===== config.mk =====
export PLATFORM = sky130hd
export DESIGN_NAME = memref_mp
export DESIGN_NICKNAME = d
export VERILOG_FILES = /design/src/rtl/memref_pkg.sv /design/src/rtl/memref_rd_pipe.sv /design/src/rtl/memref_mp.sv
export SDC_FILE = /design/constraint.sdc
export NUM_CORES = 1
export LEC_CHECK = 0
export BUFFER_PORTS_ARGS = -buffer_cell sky130_fd_sc_hd__buf_2
export CAP_MARGIN = 10
export CORE_ASPECT_RATIO = 0.6
export CORE_MARGIN = 4
export CORE_UTILIZATION = 49
export CTS_CLUSTER_SIZE = 20
export DETAILED_ROUTE_END_ITERATION = 12
export HOLD_SLACK_MARGIN = 0.1
export MAX_ROUTING_LAYER = met4
export PLACE_DENSITY = 0.68
export RECOVER_POWER = 25
export SLEW_MARGIN = 25
export SYNTH_ARGS = -nofsm -noshare
export SYNTH_HDL_FRONTEND = slang
export SYNTH_SLANG_ARGS = --single-unit

===== constraint.sdc =====
create_clock -name clk -period 6.2 [get_ports clk]
set_input_delay 0.62 -clock clk [delete_from_list [all_inputs] [get_ports clk]]
set_output_delay 0.62 -clock clk [all_outputs]
set_load 0.005 [all_outputs]

===== src/rtl/memref_pkg.sv =====
// Shared helpers for the memref_mp multi-port memory model: counter width,
// saturating add and popcount over up to MAX_PORTS enables.
package memref_pkg;

    localparam int unsigned CNT_W     = 32;
    localparam int unsigned MAX_PORTS = 32;

    // Adds inc to cnt, pinning at all-ones instead of wrapping.
    function automatic logic [CNT_W-1:0] sat_add(input logic [CNT_W-1:0] cnt,
                                                 input logic [CNT_W-1:0] inc);
        logic [CNT_W:0] sum;
        sum = {1'b0, cnt} + {1'b0, inc};
        return sum[CNT_W] ? {CNT_W{1'b1}} : sum[CNT_W-1:0];
    endfunction

    function automatic logic [CNT_W-1:0] popcount(input logic [MAX_PORTS-1:0] vec);
        logic [CNT_W-1:0] n;
        n = '0;
        for (int unsigned i = 0; i < MAX_PORTS; i++) begin
            n = n + CNT_W'(vec[i]);
        end
        return n;
    endfunction

endpackage


===== src/rtl/memref_rd_pipe.sv =====
// Per-read-port latency pipeline: valid bits shift every cycle, data only
// advances with a valid beat so the last stage holds the most recent result.
module memref_rd_pipe #(
    parameter int unsigned WIDTH = 32,
    parameter int unsigned LAT   = 1
) (
    input  logic             clk,
    input  logic             rst,
    input  logic             in_valid,
    input  logic [WIDTH-1:0] in_data,
    output logic             out_valid,
    output logic [WIDTH-1:0] out_data
);

    logic [LAT-1:0]   valid_q;
    logic [LAT-1:0]   valid_d;
    logic [WIDTH-1:0] data_q [LAT];
    logic [WIDTH-1:0] data_d [LAT];

    always_comb begin
        valid_d = '0;
        for (int unsigned k = 0; k < LAT; k++) begin
            data_d[k] = data_q[k];
        end
        valid_d[0] = in_valid;
        if (in_valid) begin
            data_d[0] = in_data;
        end
        for (int unsigned k = 1; k < LAT; k++) begin
            valid_d[k] = valid_q[k-1];
            if (valid_q[k-1]) begin
                data_d[k] = data_q[k-1];
            end
        end
    end

    always_ff @(posedge clk) begin
        if (rst) begin
            valid_q <= '0;
            for (int unsigned k = 0; k < LAT; k++) begin
                data_q[k] <= '0;
            end
        end else begin
            valid_q <= valid_d;
            for (int unsigned k = 0; k < LAT; k++) begin
                data_q[k] <= data_d[k];
            end
        end
    end

    assign out_valid = valid_q[LAT-1];
    assign out_data  = data_q[LAT-1];

endmodule


===== src/rtl/memref_mp.sv =====
// Multi-port read-first memory model with per-port read latency, write-conflict
// detection and saturating access counters. MEMREF_MP_OOB_CHECK_EN adds oob_err.
module memref_mp
    import memref_pkg::*;
#(
    parameter  int unsigned WIDTH      = 32,
    parameter  int unsigned SIZE       = 8,
    parameter  int unsigned NUM_WR     = 1,
    parameter  int unsigned NUM_RD     = 2,
    parameter  int unsigned RD_LATENCY = 1,
    localparam int unsigned AW         = $clog2(SIZE)
) (
    input  logic                    clk,
    input  logic                    rst,
    input  logic [NUM_WR-1:0]       wr_en,
    input  logic [NUM_WR*AW-1:0]    wr_addr,
    input  logic [NUM_WR*WIDTH-1:0] wr_data,
    input  logic [NUM_RD-1:0]       rd_en,
    input  logic [NUM_RD*AW-1:0]    rd_addr,
    output logic [NUM_RD-1:0]       rd_valid,
    output logic [NUM_RD*WIDTH-1:0] rd_data,
    output logic                    wr_conflict,
    output logic [CNT_W-1:0]        wr_count,
    output logic [CNT_W-1:0]        rd_count
`ifdef MEMREF_MP_OOB_CHECK_EN
    ,
    output logic                    oob_err
`endif
);

    localparam logic [AW:0] SIZE_W = (AW+1)'(SIZE);

    logic [WIDTH-1:0] mem_q [SIZE];
    logic [SIZE-1:0]  mem_we;
    logic [WIDTH-1:0] mem_wdata [SIZE];

    logic [NUM_WR-1:0] wr_inr;
    logic [NUM_WR-1:0] wr_acc;
    logic [NUM_RD-1:0] rd_inr;
    logic [WIDTH-1:0]  rd_sample [NUM_RD];

    logic              wr_conflict_q, wr_conflict_d;
    logic [CNT_W-1:0]  wr_count_q, wr_count_d;
    logic [CNT_W-1:0]  rd_count_q, rd_count_d;

    // Write decode: ports are scanned low to high so the highest index wins a shared word.
    always_comb begin
        mem_we        = '0;
        wr_inr        = '0;
        wr_acc        = '0;
        wr_conflict_d = wr_conflict_q;
        for (int unsigned w = 0; w < SIZE; w++) begin
            mem_wdata[w] = '0;
        end
        for (int unsigned i = 0; i < NUM_WR; i++) begin
            wr_inr[i] = {1'b0, wr_addr[i*AW +: AW]} < SIZE_W;
            wr_acc[i] = wr_en[i] && wr_inr[i];
            if (wr_acc[i]) begin
                mem_we[wr_addr[i*AW +: AW]]    = 1'b1;
                mem_wdata[wr_addr[i*AW +: AW]] = wr_data[i*WIDTH +: WIDTH];
            end
        end
        for (int unsigned i = 0; i < NUM_WR; i++) begin
            for (int unsigned j = i + 1; j < NUM_WR; j++) begin
                if (wr_acc[i] && wr_acc[j] &&
                    (wr_addr[i*AW +: AW] == wr_addr[j*AW +: AW])) begin
                    wr_conflict_d = 1'b1;
                end
            end
        end
        wr_count_d = sat_add(wr_count_q, popcount(MAX_PORTS'(wr_acc)));
        rd_count_d = sat_add(rd_count_q, popcount(MAX_PORTS'(rd_en)));
    end

    // Read sampling sees the array before this edge's writes land.
    always_comb begin
        rd_inr = '0;
        for (int unsigned p = 0; p < NUM_RD; p++) begin
            rd_inr[p]    = {1'b0, rd_addr[p*AW +: AW]} < SIZE_W;
            rd_sample[p] = '0;
            if (rd_en[p] && rd_inr[p]) begin
                rd_sample[p] = mem_q[rd_addr[p*AW +: AW]];
            end
`ifdef MEMREF_MP_OOB_CHECK_EN
            else if (rd_en[p]) begin
                rd_sample[p] = 'x;
            end
`endif
        end
    end

    // Storage is deliberately not cleared by reset.
    always_ff @(posedge clk) begin
        if (!rst) begin
            for (int unsigned w = 0; w < SIZE; w++) begin
                if (mem_we[w]) begin
                    mem_q[w] <= mem_wdata[w];
                end
            end
        end
    end

    always_ff @(posedge clk) begin
        if (rst) begin
            wr_conflict_q <= 1'b0;
            wr_count_q    <= '0;
            rd_count_q    <= '0;
        end else begin
            wr_conflict_q <= wr_conflict_d;
            wr_count_q    <= wr_count_d;
            rd_count_q    <= rd_count_d;
        end
    end

    assign wr_conflict = wr_conflict_q;
    assign wr_count    = wr_count_q;
    assign rd_count    = rd_count_q;

    for (genvar p = 0; p < NUM_RD; p++) begin : g_rd
        memref_rd_pipe #(
            .WIDTH (WIDTH),
            .LAT   (RD_LATENCY)
        ) u_rd_pipe (
            .clk       (clk),
            .rst       (rst),
            .in_valid  (rd_en[p]),
            .in_data   (rd_sample[p]),
            .out_valid (rd_valid[p]),
            .out_data  (rd_data[p*WIDTH +: WIDTH])
        );
    end

`ifdef MEMREF_MP_OOB_CHECK_EN
    logic [NUM_WR-1:0] wr_oob;
    logic [NUM_RD-1:0] rd_oob;
    logic              oob_err_q, oob_err_d;

    always_comb begin
        wr_oob    = wr_en & ~wr_inr;
        rd_oob    = rd_en & ~rd_inr;
        oob_err_d = oob_err_q | (|wr_oob) | (|rd_oob);
    end

    always_ff @(posedge clk) begin
        if (rst) begin
            oob_err_q <= 1'b0;
        end else begin
            oob_err_q <= oob_err_d;
        end
    end

    always @(posedge clk) begin
        if (!rst) begin
            for (int unsigned i = 0; i < NUM_WR; i++) begin
                if (wr_oob[i]) begin
                    $error("memref_mp: write port %0d address %0d out of range", i, wr_addr[i*AW +: AW]);
                end
            end
            for (int unsigned p = 0; p < NUM_RD; p++) begin
                if (rd_oob[p]) begin
                    $error("memref_mp: read port %0d address %0d out of range", p, rd_addr[p*AW +: AW]);
                end
            end
        end
    end

    assign oob_err = oob_err_q;
`endif

endmodule


-- After elaboration in Yosys (flattened, before gate mapping)
Memory sizes are Yosys's and may differ from the RTL's.
Cells that the tools add are included.
- $add $sub $neg: 3
- multipliers: 0
- div/mod/pow operators: 0
- magnitude comparators: 4
- eq/ne operators: 0
- shift operators: 0
- mux-type cells: 62
- bitwise gates (word level): 2
- reductions and logical operators: 11
- operators with widths (cell ; count):
    $mux 32 ; 14
    $reduce_or 32->1 ; 9
    $and 256x256->256 ; 1
    $mux 256 ; 1
    $demux 32 s3 ; 1
    $mux 1 ; 37
    $add 32x1->33 ; 1
    $add 32x2->33 ; 1
    $mux 3 ; 7
    $mux 8 ; 1
    $ge 4x4->1 const B ; 1
    $lt 3x4->1 const B ; 1
    $lt 4x1->1 const B ; 1
    $not 3->4 ; 1
    $demux 1 s3 ; 1
    $ge 3x1->1 const B ; 1
    $add 1x1->2 ; 1
    $logic_and 1x1->1 ; 2
- register bits: 66
- latch bits: 0
- bits in writable memories: 320
- ROM bits: 0
- input port bits: 46
- output and inout bits: 131
- word-level logic and storage cells: 89
- memories: 3
- memory list (name ; depth ; bits a word ; read ports ; clocked after Yosys merged registers in ; write ports ; RTL line ; source):
    mem_q ; 8 ; 32 ; 2 ; 0 ; 1 ; memref_mp.sv:33 ; logic [WIDTH-1:0] mem_q [SIZE];
    g_rd[0].u_rd_pipe.data_q ; 1 ; 32 ; 1 ; 0 ; 1 ; memref_rd_pipe.sv:17 ; logic [WIDTH-1:0] data_q [LAT];
    g_rd[1].u_rd_pipe.data_q ; 1 ; 32 ; 1 ; 0 ; 1 ; memref_rd_pipe.sv:17 ;

-- Logic depth before layout (Yosys ltp)
Gate-level depths: netlist (run 1).
- word-level depth: 16
- depth in mapped cells: 12
- gate-level depth less buffers: 9

-- Modules after synthesis
A second synthesis (run 1) with hierarchy kept.
- cells, all modules: 1421
- area, all modules: 18913.1 um^2
- by module, submodules not included (module ; instances ; cells each ; area an instance (um^2) ; seq. area each (um^2)):
    memref_mp ; 1 ; 1209 ; 16508.3 ; 8968.6
    memref_rd_pipe ; 2 ; 106 ; 1202.4 ; 660.6

-- Worst setup path before layout (run 1)
OpenSTA, ideal clock, no wires.
- path kind: input to register
- start: input port wr_addr[0]
- end: memory mem_q[0][0] (enable)
- arrival: 3981 ps
- slack: 1714 ps
- stages: 3
- buffers on the path: 1
- cells stage by stage: nand2b_1 -> clkbuf_1 -> nor4_1
- cells in the longest elaborated chain, start to end: 16
- elaborated cells on any way between the ends: 51
- RTL lines (element ; RTL line ; source):
    from (decl) ; memref_mp.sv:16 ; input logic [NUM_WR*AW-1:0] wr_addr,
    $lt 3x4->1 (not written as such) or $ge 3x1->1 (tied branches) ; memref_mp.sv:59 ; mem_we[wr_addr[i*AW +: AW]] = 1'b1;
    $logic_and 1x1->1 (not written as such) ; memref_mp.sv:59 ;
    $mux 1 (not written as such) ; memref_mp.sv:59 ;
    $demux 1 s3 (*) ; memref_mp.sv:59 ;
    $mux 8 (*) ; memref_mp.sv:58 ; if (wr_acc[i]) begin
    $mux 1 ; memref_mp.sv:96 ; if (mem_we[w]) begin
    $mux 1 ; memref_mp.sv:94 ; if (!rst) begin
    $mux 1 (not written as such) ; memref_mp.sv:97 ; mem_q[w] <= mem_wdata[w];
    $reduce_or 32->1 (no source line) ; - ;
    $mux 3 (no source line) or $mux 1 (tied branches) (7 in a row) ; - ;
    to (decl) ; memref_mp.sv:33 ;
Every way passes the cells marked *; elsewhere a longest branch is shown, timed or not.

-- Worst setup path after layout (run 1)
- start: input port rst
- end: memory mem_q[7][6] (enable)
- cells in the longest elaborated chain, start to end: 10
- elaborated cells on any way between the ends: 37
- RTL lines (element ; RTL line ; source):
    from (decl) ; memref_mp.sv:14 ; input logic rst,
    $mux 1 ; memref_mp.sv:94 ;
    $mux 1 (not written as such) ; memref_mp.sv:97 ;
    $reduce_or 32->1 (no source line) ; - ;
    $mux 3 (no source line) or $mux 1 (tied branches) (7 in a row) ; - ;
Several ways; a longest one is shown, not always the timed one.

==> reports/qor.csv, run 1 <==
stage,metric,value,unit
sta,final period utilization,0.620,
logic_synthesis,synth unique cells,41,
clock_network,CTS tree,built,
sta,final hold vios,0,
clock_network,Longest Clk Path Bufs,3,
sta,max-slew violation count,142,
place,Final HPWL DP,28.1,mm
clock_network,Clock Latency Late Sink,0.54,ns
logic_synthesis,Post-Syn Area,18300,um^2
floorplanning,effective utilization at floorplan,0.499,
finish,P&R area growth vs syn,13.3,%
logic_synthesis,Seq cells post-synth,386,
setup_path,Setup crit start kind,primary input,
detailed_routing,Via density,5.85,
sta,worst-margin pin slew,2.33,ns
detailed_routing,Residual DRC,0,
clock_network,clk root buf,clkbuf_16,
sta,slew margin rel.,-0.551,
detailed_routing,DRT antenna net count,0,
sta,Hold Worst Slack,0.394,ns
setup_path,CP Max Fanout,42,
place,Port Buffers,175,
detailed_routing,first-pass iteration count of the detailed router,5,
sta,Layout Skew,0.0184,ns
global_routing,"Remaining Overflow, GRT",0,
logic_synthesis,register area share after synthesis,0.564,
logic_synthesis,top-area cell type share of the netlist area,0.421,
logic_synthesis,synth top area cells,"edfxtp_1 42%, mux4_2 16%, dfxtp_1 14%",
clock_network,Resize count post-CTS,0,
clock_network,postcts setup bufs,0,
setup_path,critical path class,primary input to flip-flop,
logic_synthesis,Ys Warns,0,
setup_path,arrival time at the worst endpoint,4.01,ns
place,gpl congestion,0.828,
floorplanning,Die Y,157,um
floorplanning,Die Wd,257,um
worst_hold_path,min-delay worst type,primary input to flip-flop,
logic_synthesis,leading area contributor after synthesis,edfxtp_1,
setup_path,Worst Setup End Kind,flip-flop,
global_routing,largest net degree at the start of global routing,98,
power,worst vdd ir,0.148,mV
floorplanning,core footprint,36600,um^2
global_routing,Tot GR Track Use,0.242,
power,Static Leak,6.57,nW
logic_synthesis,Post-Syn Nets,1390,
finish,fill count,3015,
setup_path,Worst R2R Setup Slack,3.43,ns
sta,FMAX,0.260,GHz
clock_network,"Clk pin slew, worst setup/hold paths",0.06,ns
sta,setup_tns,0,ns
logic_synthesis,Mean Syn Cell Area,13.6,um^2
detailed_routing,wire per inst,23.5,um
clock_network,CTS Hold Bufs,0,
setup_path,CP required,6.37,ns
finish,layout cells sized above 1,0.214,
run_status,status,finished with violations,
clock_network,H-Tree Level Count,2,
job,Max Cap Viol,6,
finish,final net count,1526,
sta,RSZ-0062 raised after global routing,no,
floorplanning,Die ar.,40500,um^2
run_status,failing checks,"capacitance limit, slew limit",
floorplanning,number of top-level pins,177,
detailed_routing,Post-Route WL,47.3,mm
clock_network,CTS Buf Count,38,
clock_network,clock sinks,386,
power,power density cells,262,nW/um^2
floorplanning,FP Rows,54,
sta,crit path time final,3.84,ns
global_routing,vias in the first global route,11800,
sta,Final setup viols,0,
detailed_routing,DR vias,11800,
global_routing,first-pass GRT wire length,72.0,mm
logic_synthesis,cells after synthesis,1340,
detailed_routing,First DRT Iteration DRCs,1172,
global_routing,initial antenna violation count,2,
Yosys cell counts (all sizes together):
cell type,number
and4,3
a31oi,4
dfxtp,130
and2,258
a211oi,67
nand4b,1
a311oi,5
buf,28
a31o,1
o21ai,2
edfxtp,256
nor3,21
xor2,35
conb,1
nor2,90
nor3b,1
a21oi,53
clkbuf,72
nand4,18
mux4,128
nand2,21
inv,10
nand3,26
a41o,1
xnor2,10
nand3b,1
a221oi,1
fa,1
or4,1
mux2i,65
ha,3
and3,14
nand2b,3
or2,3
nor4,6
where the power goes:
| group | switching [mW] | total (mW) | leakage (nW) | internal, mW |
|---|---|---|---|---|
| Sequential | 0.0401 | 2.83 | 2.90 | 2.79 |
| Combinational | 0.217 | 0.367 | 3.11 | 0.150 |
| Clock | 0.974 | 2.21 | 0.566 | 1.24 |
| Total | 1.23 | 5.41 | 6.57 | 4.18 |
layout make-up:
cell class	instances	area (um^2)	area share
Clock inverter	10	83.8	0.00405
Clock buffer	58	1070	0.0518
Inverter	10	37.5	0.00182
Tap cell	504	631	0.0305
Sequential cell	386	10300	0.498
Multi-Input combinational cell	844	7600	0.367
Antenna cell	2	5.00	0.000242
Timing Repair Buffer	196	960	0.0464
state kept, by name, indices dropped and copies added, names as in the netlist:
register / cells
g_rd.u_rd_pipe.out_valid: 2
rd_count: 32
wr_count: 32
mem_q: 256
g_rd.u_rd_pipe.data_q: 64
cell usage in the layout, fill, tap and decap left out, drive strengths merged, types with 2 or more instances in the layout:
cell,netlist,final
and2,258,258
nand4,18,18
xnor2,10,10
a311oi,5,5
ha,3,3
mux2i,65,65
a21oi,53,53
nor2,90,90
and4,3,3
a211oi,67,67
and3,14,14
clkbuf,72,133
dfxtp,130,130
o21ai,2,2
clkinvlp,0,2
mux4,128,128
buf,28,121
nand2b,3,3
nor3,21,21
or2,3,3
nand3,26,26
xor2,35,35
clkinv,0,6
a31oi,4,4
inv,10,11
edfxtp,256,256
nand2,21,21
diode,0,2
nor4,6,6
critical path, stage by stage:
cell and delay, ns:
clkbuf_1 0.82, nor3_1 1.89, buf_4 0.64
metrics by stage:
stage                     setup WS [ns]  instance area (um^2)  std cells   util  total power, mW
after floorplan                    1.71                 18300       1340      -             3.10
after global placement             2.73                 19600       1939  0.536             3.25
after detailed placement           2.59                 19600       1939  0.537             3.26
after CTS                          3.09                 20800       2007  0.568             5.45
after global routing               2.28                 20700       2010  0.566             5.61
final                              2.36                 20700       2010  0.566             5.41
layer usage:
layer / vias up / wire length [um] / GRT usage
met5: - / 0 / -
met4: 0 / 1010 / 0.0573
met3: 71 / 3610 / 0.0407
met2: 467 / 21800 / 0.371
met1: 5913 / 20900 / 0.342
li1: 5317 / - / -
final timing paths:
check,cells past startpoint,to,from
max,3,mem_q[7][6],rst
min reg2reg,2,g_rd[1].u_rd_pipe.data_q[0][20],g_rd[1].u_rd_pipe.data_q[0][20]
min,3,g_rd[1].u_rd_pipe.out_valid,rd_en[1]
max reg2reg,8,rd_count[9],rd_count[0]
logic make-up after synthesis:
family | synth area share
muxes | 0.194
and+or+nand+nor | 0.145
AOI/OAI and AO/OA | 0.0479
DFF | 0.564
buffers and inverters | 0.0245
other | 0.000205
adders and majority gates | 0.00315
xor gates and xnor gates | 0.0216
Note: power is estimated with default switching activity, not from simulation.
==> run 2, diff against run 1 <==
==> constraint.sdc (replaced) <==
create_clock -name clk -period 3.76 [get_ports clk]
set_input_delay 0.376 -clock clk [delete_from_list [all_inputs] [get_ports clk]]
set_output_delay 0.376 -clock clk [all_outputs]
set_load 0.005 [all_outputs]
==> reports/qor.csv, run 2 (synthesis results as in run 1) <==
stage,metric,value,unit
global_routing,"Remaining Overflow, GRT",0,
clock_network,Longest Clk Path Bufs,3,
finish,"most common cell after layout, fill and taps aside",edfxtp_1,
setup_path,Worst Setup End Kind,flip-flop,
run_status,status,finished with violations,
place,Final HPWL DP,29.3,mm
floorplanning,effective utilization at floorplan,0.499,
setup_path,arrival time at the worst endpoint,3.28,ns
finish,P&R area growth vs syn,14.6,%
floorplanning,number of top-level pins,177,
detailed_routing,wire per inst,23.5,um
floorplanning,Die Y,157,um
clock_network,Clock Latency Late Sink,0.55,ns
clock_network,Resize count post-CTS,0,
global_routing,GR Util met3,0.0341,
finish,fill count,3003,
finish,Largest register FFs,256,
detailed_routing,DR vias,11800,
finish,most frequent cells in the layout,"256 x edfxtp_1, 182 x and2_1, 168 x buf_2",
clock_network,H-Tree Level Count,2,
sta,setup_tns,0,ns
global_routing,met2 Track Usage GR,0.378,
clock_network,clk root buf,clkbuf_16,
sta,max-slew violation count,144,
sta,worst-margin pin slew,2.83,ns
finish,area of the multi-input gates,7570,um^2
global_routing,initial antenna violation count,2,
power,Power Total,9.00,mW
clock_network,CTS Hold Bufs,0,
global_routing,largest net degree at the start of global routing,129,
global_routing,GRT met1 Usage,0.340,
worst_hold_path,Hold Path Depth,2,
sta,FMAX,0.349,GHz
finish,layout cells sized above 1,0.257,
setup_path,r2r worst-path depth,9,
floorplanning,Die Wd,257,um
worst_hold_path,min-delay worst type,primary input to flip-flop,
power,Static Leak,6.86,nW
global_routing,Tot GR Track Use,0.242,
clock_network,CTS tree,built,
floorplanning,Die ar.,40500,um^2
setup_path,Setup crit start kind,flip-flop,
sta,Layout Skew,0.0190,ns
detailed_routing,Via density,5.82,
place,gpl congestion,0.883,
finish,largest registers,"mem_q x256, g_rd.u_rd_pipe.data_q x64",
setup_path,worst r2r dst,rd_count[0],
clock_network,CTS Buf Count,39,
global_routing,busiest grt layer,met2,
sta,Hold Worst Slack,0.151,ns
floorplanning,FP Rows,54,
run_status,failing checks,"capacitance limit, slew limit",
detailed_routing,Residual DRC,0,
setup_path,critical path class,flip-flop to flip-flop,
sta,final period utilization,0.762,
sta,Final setup viols,0,
clock_network,clock sinks,386,
worst_hold_path,Worst Min Path Start,rst,
job,Max Cap Viol,2,
setup_path,CP Max Fanout,16,
sta,final hold vios,0,
finish,largest reg by FF count,mem_q,
sta,slew margin rel.,-0.886,
setup_path,Worst R2R Setup Slack,0.90,ns
detailed_routing,Post-Route WL,47.7,mm
worst_hold_path,hold worst-path end,g_rd[1].u_rd_pipe.data_q[0][5],
setup_path,CP required,4.17,ns
floorplanning,core footprint,36600,um^2
clock_network,"Clk pin slew, worst setup/hold paths",0.06,ns
detailed_routing,first-pass iteration count of the detailed router,5,
finish,final net count,1543,
clock_network,postcts setup bufs,0,
detailed_routing,First DRT Iteration DRCs,880,
sta,RSZ-0062 raised after global routing,no,
global_routing,first-pass GRT wire length,73.1,mm
place,Port Buffers,175,
power,worst vdd ir,0.245,mV
sta,crit path time final,2.86,ns
global_routing,vias in the first global route,11900,
setup_path,FF-to-FF Start,rd_count[0],
finish,Register Area,10300,um^2
detailed_routing,DRT antenna net count,0,
power,power density cells,430,nW/um^2
-- run 2: layout make-up --
| class | instances | area share |
|---|---|---|
| repair buffers | 212 | 0.0573 |
| diodes | 2 | 0.000239 |
| flip-flops and latches | 386 | 0.492 |
| well taps | 504 | 0.0302 |
| inverters | 10 | 0.00179 |
| clock buffers | 60 | 0.0521 |
| clock inverters | 12 | 0.00455 |
| multi-input cells | 844 | 0.362 |
-- run 2: how the worst max path moves through the flow --
stage | to | start | slack (ns)
after global placement | rd_count[8] | rd_en[0] | 0.78
final | rd_count[0] | rd_count[0] | 0.90
after global routing | rd_count[0] | rd_count[0] | 0.67
after detailed placement | rd_count[0] | rd_en[0] | 0.68
after CTS | rd_count[0] | rd_count[0] | 0.96
after floorplan | mem_q[2][0] | wr_addr[0] | 0.36
-- run 2: per-stage QoR --
stage / std cells / instance area, um^2 / utilization / worst slack [ns]
2_1_floorplan: 1340 / 18300 / - / 0.357
3_3_place_gp: 1954 / 19800 / 0.541 / 0.783
3_5_place_dp: 1955 / 19800 / 0.542 / 0.677
4_1_cts: 2027 / 21000 / 0.575 / 0.962
5_1_grt: 2030 / 20900 / 0.572 / 0.671
6_report: 2030 / 20900 / 0.572 / 0.895
-- run 2: critical path, stage by stage (launching register included) --
cell and delay, ns:
dfxtp_1 0.32, inv_1 0.05, fa_1 0.40, inv_1 0.07, ha_1 0.17, nand3_1 0.22
nor4_4 0.55, nand3_1 0.43, buf_4 0.35, a21oi_1 0.16
-- run 2: layer usage --
layer,vias to the layer above,share of wire
li1,5351,-
met1,6000,0.44
met2,387,0.48
met3,76,0.058
met4,0,0.024
met5,-,0
-- run 2: power by group --
part	switching [mW]	internal (mW)	leakage, nW	total (mW)
sequential	0.0594	4.60	2.90	4.66
combinational	0.363	0.262	3.39	0.625
clock	1.63	2.08	0.577	3.71
total	2.06	6.94	6.86	9.00
==> run 3, diff against run 2 <==
--- a/config.mk
+++ b/config.mk
@@ -5,6 +5,7 @@
 export SDC_FILE = /design/constraint.sdc
 export NUM_CORES = 1
 export LEC_CHECK = 0
+export ABC_AREA = 1
 export BUFFER_PORTS_ARGS = -buffer_cell sky130_fd_sc_hd__buf_2
 export CAP_MARGIN = 10
 export CORE_ASPECT_RATIO = 0.6
==> constraint.sdc (replaced) <==
create_clock -name clk -period 3 [get_ports clk]
set_input_delay 0.3 -clock clk [delete_from_list [all_inputs] [get_ports clk]]
set_output_delay 0.3 -clock clk [all_outputs]
set_load 0.005 [all_outputs]
==> reports/qor.csv, run 3 <==
stage,metric,value,unit
power,Seq pwr share,0.509,
power,Clock power frac,0.404,
sta,final period utilization,0.890,
detailed_routing,DRT antenna net count,0,
global_routing,first-pass GRT wire length,88.1,mm
sta,FMAX,0.374,GHz
logic_synthesis,Seq cells post-synth,386,
sta,slew margin rel.,-0.737,
detailed_routing,Post-Route WL,56.7,mm
logic_synthesis,synth top area cells,"edfxtp_1 40%, dfxtp_1 14%, o21ai_0 8.2%",
sta,max-slew violation count,210,
logic_synthesis,leading area contributor after synthesis,edfxtp_1,
floorplanning,effective utilization at floorplan,0.503,
finish,area of the multi-input gates,7350,um^2
power,combinational share of power,0.087,
setup_path,critical path class,primary input to flip-flop,
floorplanning,Die ar.,42500,um^2
finish,largest reg by FF count,mem_q,
sta,RSZ-0062 raised after global routing,no,
global_routing,largest net degree at the start of global routing,114,
clock_network,clk root buf,clkbuf_16,
floorplanning,core footprint,38200,um^2
logic_synthesis,register area share after synthesis,0.536,
finish,fill count,3368,
finish,P&R area growth vs syn,13.2,%
floorplanning,Die Y,161,um
setup_path,CP required,3.47,ns
logic_synthesis,Mean Syn Cell Area,8.25,um^2
finish,layout cells sized above 1,0.124,
global_routing,vias in the first global route,15600,
power,worst vdd ir,0.412,mV
global_routing,Tot GR Track Use,0.268,
logic_synthesis,Post-synth EDFFs,256,
detailed_routing,Residual DRC,0,
worst_hold_path,Hold Path Depth,3,
power,internal power,8.67,mW
detailed_routing,First DRT Iteration DRCs,1823,
logic_synthesis,dominant synthesized flop cell,edfxtp_1,
finish,"most common cell after layout, fill and taps aside",nor2_1,
sta,final hold vios,0,
finish,post-route insts no fill,2969,
logic_synthesis,synth unique cells,31,
sta,crit path time final,2.67,ns
clock_network,Longest Clk Path Bufs,3,
clock_network,postcts setup bufs,0,
job,Max Cap Viol,7,
run_status,failing checks,"capacitance limit, slew limit",
worst_hold_path,min-delay worst type,primary input to flip-flop,
detailed_routing,first-pass iteration count of the detailed router,5,
logic_synthesis,Post-synth top cells,"384 x nor2_1, 314 x o21ai_0, 298 x nand2_1, 279 x a21oi_1, 256 x edfxtp_1",
setup_path,Worst Setup End Kind,flip-flop,
finish,final net count,2476,
place,Final HPWL DP,34.8,mm
logic_synthesis,post-synthesis async set-or-reset flop share,0,
global_routing,initial antenna violation count,1,
power,Static Leak,8.83,nW
power,sw frac,0.244,
clock_network,CTS tree,built,
setup_path,Setup crit start kind,primary input,
place,gpl congestion,0.881,
clock_network,H-Tree Level Count,2,
logic_synthesis,Ys Warns,0,
logic_synthesis,Post-Syn Nets,2377,
logic_synthesis,cells after synthesis,2327,
sta,Layout Skew,0.0195,ns
clock_network,CTS Buf Count,38,
floorplanning,FP Rows,55,
sta,worst-margin pin slew,2.61,ns
finish,largest registers,"mem_q x256, g_rd.u_rd_pipe.data_q x64",
power,switching power total,2.80,mW
power,power density cells,527,nW/um^2
detailed_routing,Via density,5.65,
sta,Final setup viols,0,
finish,most frequent cells in the layout,"378 x nor2_1, 314 x o21ai_0, 298 x nand2_1",
detailed_routing,wire per inst,19.1,um
floorplanning,Die Wd,264,um
floorplanning,number of top-level pins,177,
logic_synthesis,Post-Syn Area,19200,um^2
clock_network,clock sinks,386,
place,cell total after placement,2898,
finish,Register Area,10300,um^2
setup_path,arrival time at the worst endpoint,3.15,ns
run_status,status,finished with violations,
setup_path,CP Max Fanout,28,
global_routing,"Remaining Overflow, GRT",0,
detailed_routing,DR vias,16800,
clock_network,"Clk pin slew, worst setup/hold paths",0.06,ns
logic_synthesis,top-area cell type share of the netlist area,0.400,
logic_synthesis,top-count cell post-synth,nor2_1,
finish,Largest register FFs,256,
clock_network,Clock Latency Late Sink,0.54,ns
sta,setup_tns,0,ns
setup_path,r2r worst-path depth,12,
place,Port Buffers,175,
run 3: changes by cell type after synthesis, moves of 71 or more:
cell     delta
o21ai_0   +312
nor2_1    +294
nand2_1   +277
and2_1    -256
inv_1     +234
a21oi_1   +226
mux4_2    -128
nand3_1    +71
run 3: what timing repair did:
item | in CTS | in global routing
resized for setup | 0 | 0
endpoints found under the hold margin | 1 | 0
hold buffers | 1 | 0
run 3: kinds of logic (layout without fill, tap and decap cells):
logic type,count (synthesis),after routing,share of synthesized area
simple gates,825,825,0.178
compound gates,684,684,0.189
buf+inv,404,532,0.0838
flops,386,386,0.536
xor+xnor,23,23,0.0105
fa+ha+maj,4,4,0.00300
other cells,1,2,0.000195
run 3: path summary, 6_finish.rpt:
path	to	slack, ns	start
hold reg to reg	g_rd[0].u_rd_pipe.data_q[0][26]	0.52	g_rd[0].u_rd_pipe.data_q[0][26]
hold / removal	g_rd[1].u_rd_pipe.out_valid	0.14	rd_en[1]
setup reg to reg	rd_count[12]	0.52	rd_count[0]
setup / recovery	rd_count[12]	0.33	rd_en[0]
run 3: worst max-delay path, cell delays in order:
cell and delay (ns):
dlygate4sd3_1 0.53, buf_2 0.13, inv_1 0.08, fa_1 0.46, inv_1 0.08, ha_1 0.20
nand2_2 0.08, nor2_4 0.14, nand2_2 0.13, nor2_4 0.23, nand3_4 0.38, inv_1 0.25
nor2_1 0.07, nor2_1 0.09
run 3: per-stage QoR:
step / utilization / hold WS [ns] / power (mW) / area [um^2] / setup slack (ns)
global route: 0.569 / 0.163 / 11.9 / 21700 / 0.104
floorplan: - / 0.514 / 6.54 / 19200 / 0.239
finish: 0.569 / 0.140 / 11.5 / 21700 / 0.329
detailed placement: 0.539 / 0.504 / 6.93 / 20600 / 0.244
global placement: 0.539 / 0.498 / 6.91 / 20600 / 0.379
CTS: 0.571 / 0.123 / 11.5 / 21800 / 0.342
run 3: area by class of cell:
cell class / instances / share of cell area
multi-input combinational: 1537 / 0.338
timing repair buffer: 219 / 0.0627
tap: 513 / 0.0295
inverter: 244 / 0.0421
sequential: 386 / 0.473
clock inverter: 14 / 0.00466
clock buffer: 55 / 0.0495
antenna: 1 / 0.000115
run 3: metal layers:
metal / up-vias / share of wire / GRT usage
met5: - / 0 / -
met1: 7918 / 0.45 / 0.383
li1: 8012 / - / -
met2: 756 / 0.44 / 0.399
met3: 93 / 0.090 / 0.0475
met4: 0 / 0.019 / 0.0646
run 3: power groups by stage:
stage                     logic (mW)  registers, mW  clock network [mW]
after detailed placement       0.986           5.95                   0
final                          0.999           5.83                4.63
after global placement         0.963           5.94                   0
after floorplan                0.595           5.95                   0
after CTS                      0.993           5.83                4.69
after global routing            1.11           5.85                4.93
